`src/rtl/aes_shiftrows_serial.sv`:
```
// Byte-serial forward AES ShiftRows: fill 16 bytes, then replay them in shifted order.
// Optional inverse ordering via `AES_SR_INV_MODE_EN (adds the inv_mode input).
module aes_shiftrows_serial #(
    parameter int BYTE_W = 8
) (
    input  logic              clk,
    input  logic              rst,
    input  logic [BYTE_W-1:0] in_data,
    input  logic              in_valid,
    output logic              in_ready,
    output logic [BYTE_W-1:0] out_data,
    output logic              out_valid,
    input  logic              out_ready,
    output logic              busy,
`ifdef AES_SR_INV_MODE_EN
    input  logic              inv_mode,
`endif
    output logic              blk_done
);

    typedef enum logic {FILL, DRAIN} state_t;

    state_t            state, state_nx;
    logic [3:0]        wr_cnt, rd_cnt, rd_nx;
    logic [BYTE_W-1:0] mem [16];
    logic              in_acc, out_acc;
    logic              inv_sel;

    // Source index: column shifted by +r (forward) or -r (inverse), row kept.
    function automatic logic [3:0] src_idx(input logic [3:0] idx, input logic inv);
        logic [1:0] r, c, col;
        r   = idx[1:0];
        c   = idx[3:2];
        col = inv ? (c - r) : (c + r);
        return {col, r};
    endfunction

    assign in_acc  = (state == FILL) && in_valid;
    assign out_acc = (state == DRAIN) && out_ready;
    assign rd_nx   = rd_cnt + 4'd1;

`ifdef AES_SR_INV_MODE_EN
    logic inv_q;
    always_ff @(posedge clk or posedge rst) begin
        if (rst)
            inv_q <= 1'b0;
        else if (in_acc && wr_cnt == 4'd0)
            inv_q <= inv_mode;
    end
    assign inv_sel = inv_q;
`else
    assign inv_sel = 1'b0;
`endif

    always_comb begin
        state_nx  = state;
        in_ready  = 1'b0;
        out_valid = 1'b0;
        busy      = 1'b0;
        case (state)
            FILL: begin
                in_ready = 1'b1;
                busy     = (wr_cnt != 4'd0);
                if (in_acc && wr_cnt == 4'd15)
                    state_nx = DRAIN;
            end
            DRAIN: begin
                out_valid = 1'b1;
                busy      = 1'b1;
                if (out_acc && rd_cnt == 4'd15)
                    state_nx = FILL;
            end
            default: state_nx = FILL;
        endcase
    end

    always_ff @(posedge clk) begin
        if (in_acc)
            mem[wr_cnt] <= in_data;
    end

    // out_data is preloaded with the first shifted byte on the last fill accept,
    // then advanced on each downstream accept.
    always_ff @(posedge clk or posedge rst) begin
        if (rst) begin
            state    <= FILL;
            wr_cnt   <= '0;
            rd_cnt   <= '0;
            out_data <= '0;
            blk_done <= 1'b0;
        end else begin
            state    <= state_nx;
            blk_done <= out_acc && (rd_cnt == 4'd15);
            if (in_acc) begin
                wr_cnt <= wr_cnt + 4'd1;
                if (wr_cnt == 4'd15)
                    out_data <= mem[src_idx(4'd0, inv_sel)];
            end
            if (out_acc) begin
                rd_cnt <= rd_nx;
                if (rd_cnt == 4'd15)
                    out_data <= '0;
                else
                    out_data <= mem[src_idx(rd_nx, inv_sel)];
            end
        end
    end

endmodule

```
`config.mk`:
```
export PLATFORM = sky130hd
export DESIGN_NAME = aes_shiftrows_serial
export DESIGN_NICKNAME = d
export VERILOG_FILES = /design/src/rtl/aes_shiftrows_serial.sv
export SDC_FILE = /design/constraint.sdc
export NUM_CORES = 1
export LEC_CHECK = 0
export CORE_MARGIN = 1
export CORE_UTILIZATION = 65
export CTS_CLUSTER_DIAMETER = 50
export DETAILED_ROUTE_END_ITERATION = 10
export GPL_ROUTABILITY_DRIVEN = 0
export PLACE_DENSITY = 0.84
export SYNTH_ARGS = -nofsm -noshare
export SYNTH_HDL_FRONTEND = slang
export SYNTH_SLANG_ARGS = --single-unit
```
`constraint.sdc`:
```
create_clock -name clk -period 3.24 [get_ports clk]
set_input_delay 0.648 -clock clk [delete_from_list [all_inputs] [get_ports clk]]
set_output_delay 0.648 -clock clk [all_outputs]
set_load 0.02 [all_outputs]
```
==> flow_summary_export.csv <==
group,metric,value,unit
outcome,status,"finished with violations",
outcome,violations,"design-rule violations",
synth,yosys-top-cells-area,"edfxtp_1 (64%), mux4_2 (11%), dfrtp_1 (7.6%), mux2i_1 (3.7%), nand2_1 (1.7%)",
routing,drtIter0Drc,369,
placement,place_hpwl,7200,um
timing,slew_viol_final,0,
layout,final_cell_mix,"edfxtp_1 (128), mux4_2 (28), nand2_1 (27)",
timing,skew,6.17,ps
synth,ys_seq_area_frac,0.720,
routing,wl_met1,4770,um
critical_path,crit_path_max_incr_delay,550,ps
routing,first_pass_iters,8,
routing,wl_met3,978,um
pwr,power,6.74,mW
cts,cts.sinks,146,
job,cap_violations,0,
critical_path,end_kind,"output pin",
timing,max_freq,351,MHz
critical_path,start_kind,"register",
routing,top_layer,"met4",
timing,final-hold-violation-count,0,
global_route,antenna_found_initial,0,
critical_path,reg2reg_slack,850,ps
layout,nets,387,
layout,postLayoutCoreUtil,0.783,
global_route,grt_use_total,0.284,
synth,synth.top_cell.area_share,0.645,
global_route,grt_max_degree,36,
timing,maxSlewHeadroom,0.510,
layout,final_common_cell,"edfxtp_1",
timing,setup_viol,0,
critical_path,cpMaxStageDelayCell,"clkdlybuf4s50_1",
cts,root_buffer,"clkbuf_8",
cts,cts_tree,"built",
cts,clkLatencyLatePin,520,ps
critical_path,crit_fanout,4,
synth,post_synth_inst_count,326,
global_route,grt_pass1_vias,3344,
placement,dp.cells,459,
critical_path,crit_chain,"inv_1 -> ha_1 -> nand2_1 -> or2_2 -> clkdlybuf4s50_1",
placement,port_buffers,23,
die,coreArea,8810,sq um
pwr,max-vdd-ir-drop,0.604,mV
routing,wl,12200,um
worst_hold_path,hold_class,"reg2reg",
timing,worstMarginPinSlew,733,ps
routing,drcViolationCount,4,
cts,clock_path_buffers,2,
synth,async_flop_share,0.123,
routing,vias,3189,
timing,finalCriticalPeriod,2850,ps
die,ios,24,
critical_path,cp.arrival,2200,ps
critical_path,worstPathRequired,2590,ps
timing,fin_crit_sh,0.880,
die,dieArea,9560,sq um
cts,htree_levels,4,
layout,fillCellCount,463,
timing,rsz0062_at_grt,"false",
synth,synth_nets,343,
layout,diodes,0,
critical_path,setup.worst_path.class,"reg2out",
cts,cts_inserted_buffers,17,
synth,yosysTopAreaCell,"edfxtp_1",
routing,avgRoutedWirePerCell,24.9,um
synth,synth_warnings,0,
cts,cts_hold_buffers,0,
global_route,grt-ovfl-total,0,
pwr,leakagePower,2.43,nW
die,fp.dieW,97.8,um
synth,synth_edf_count,128,
routing,wl_met2,6310,um
die,start_util,0.677,
timing,finalSetupTns,0,ps
die,std_cell_rows,34,
layout,drive_gt1_frac,0.211,
routing,via_per_inst,6.49,
synth,ys_ff_latch,146,
timing,hold_ws,527,ps
layout,syn_to_final_growth,15.7,%
synth,synth_cell_types,37,
synth,syn-cell-area,5960,sq um
global_route,grt_pass1_wl,19200,um
cts,clk_pin_slew,60,ps
pwr,powerDensity,978,nW/um^2
layout,final_cells,491,
die,fp.dieH,97.8,um
synth,syn_avg_cell_area,18.3,sq um
routing,ant_nets,0,
cts,ctsResizeCount,0,
cts,post_cts_buffers,0,
synth,synth_flop_cell,"edfxtp_1",
## Yosys cell counts, types with 2 or more instances
library cell,count
ha_1,5
xnor2_1,6
dfrtp_1,18
o22a_1,6
buf_4,7
and3_1,5
mux2i_1,22
o21ai_1,7
o21a_1,4
nor2b_1,4
buf_2,3
nand4_1,5
nand2_1,27
a41oi_1,2
o21ai_0,2
nor3_1,3
nor2_1,9
edfxtp_1,128
and2_1,2
inv_1,5
nand2b_1,2
clkbuf_4,2
o22ai_1,2
clkbuf_1,2
nand3_1,8
mux4_2,28
xnor2_2,2
## worst paths after layout
| path | start | endpoint | cells after the start |
|---|---|---|---|
| setup / recovery | wr_cnt[0] | busy | 5 |
| hold / removal | rd_cnt[3] | rd_cnt[3] | 1 |
| setup reg to reg | rd_cnt[1] | out_data[7] | 6 |
| hold reg to reg | rd_cnt[3] | rd_cnt[3] | 1 |
| max in group asynchronous | rst | rd_cnt[0] | 2 |
| min in group asynchronous | rst | out_data[5] | 2 |
## through the flow
step	worst slack (ps)	cell area [sq um]
finish	389	6890
global route	299	6890
CTS	382	6890
detailed placement	733	6350
global placement	812	6350
floorplan	1290	5960
## registers in the layout, summed over array words and instances (netlist names)
signal and flops:
wr_cnt 4, out_data 8, blk_done 1, rd_cnt 4
mem 128, state 1
## cell type report
type	count	area [sq um]	area share
multi-input combinational	160	1550	0.224
tap	108	135	0.0196
clock buffer	18	418	0.0606
clock inverter	14	123	0.0178
sequential	146	4300	0.623
inverter	5	18.8	0.00272
timing repair buffer	40	358	0.0519
## metal layers
metal	global-route usage	vias to the layer above
li1	-	1364
met2	0.462	188
met3	0.0587	19
met5	0	-
met1	0.391	1618
met4	0.105	0
## worst max-delay path: cells and delay by family, from the launching register on
kind	cells	cell delay (ps)
DFF	1	410
adders and majority gates	1	210
buffers and inverters	2	680
and+or+nand+nor	2	390
## cell families (layout without fill, tap and decap cells)
family                   after synthesis  count (layout)  synth area share
flip-flops                           146             146             0.720
AND/OR/NAND/NOR                       71              71            0.0586
multiplexers                          50              50             0.143
AO/OA/AOI/OAI                         24              24            0.0273
buffers and inverters                 20              77            0.0202
XOR/XNOR                              10              10            0.0204
adder cells (fa/ha/maj)                5               5            0.0105
## power breakdown
part | switching [mW] | internal [mW]
Combinational | 1.39 | 1.18
Clock | 0.805 | 0.965
Sequential | 0.150 | 2.24
(Power assumes the default switching activity.)
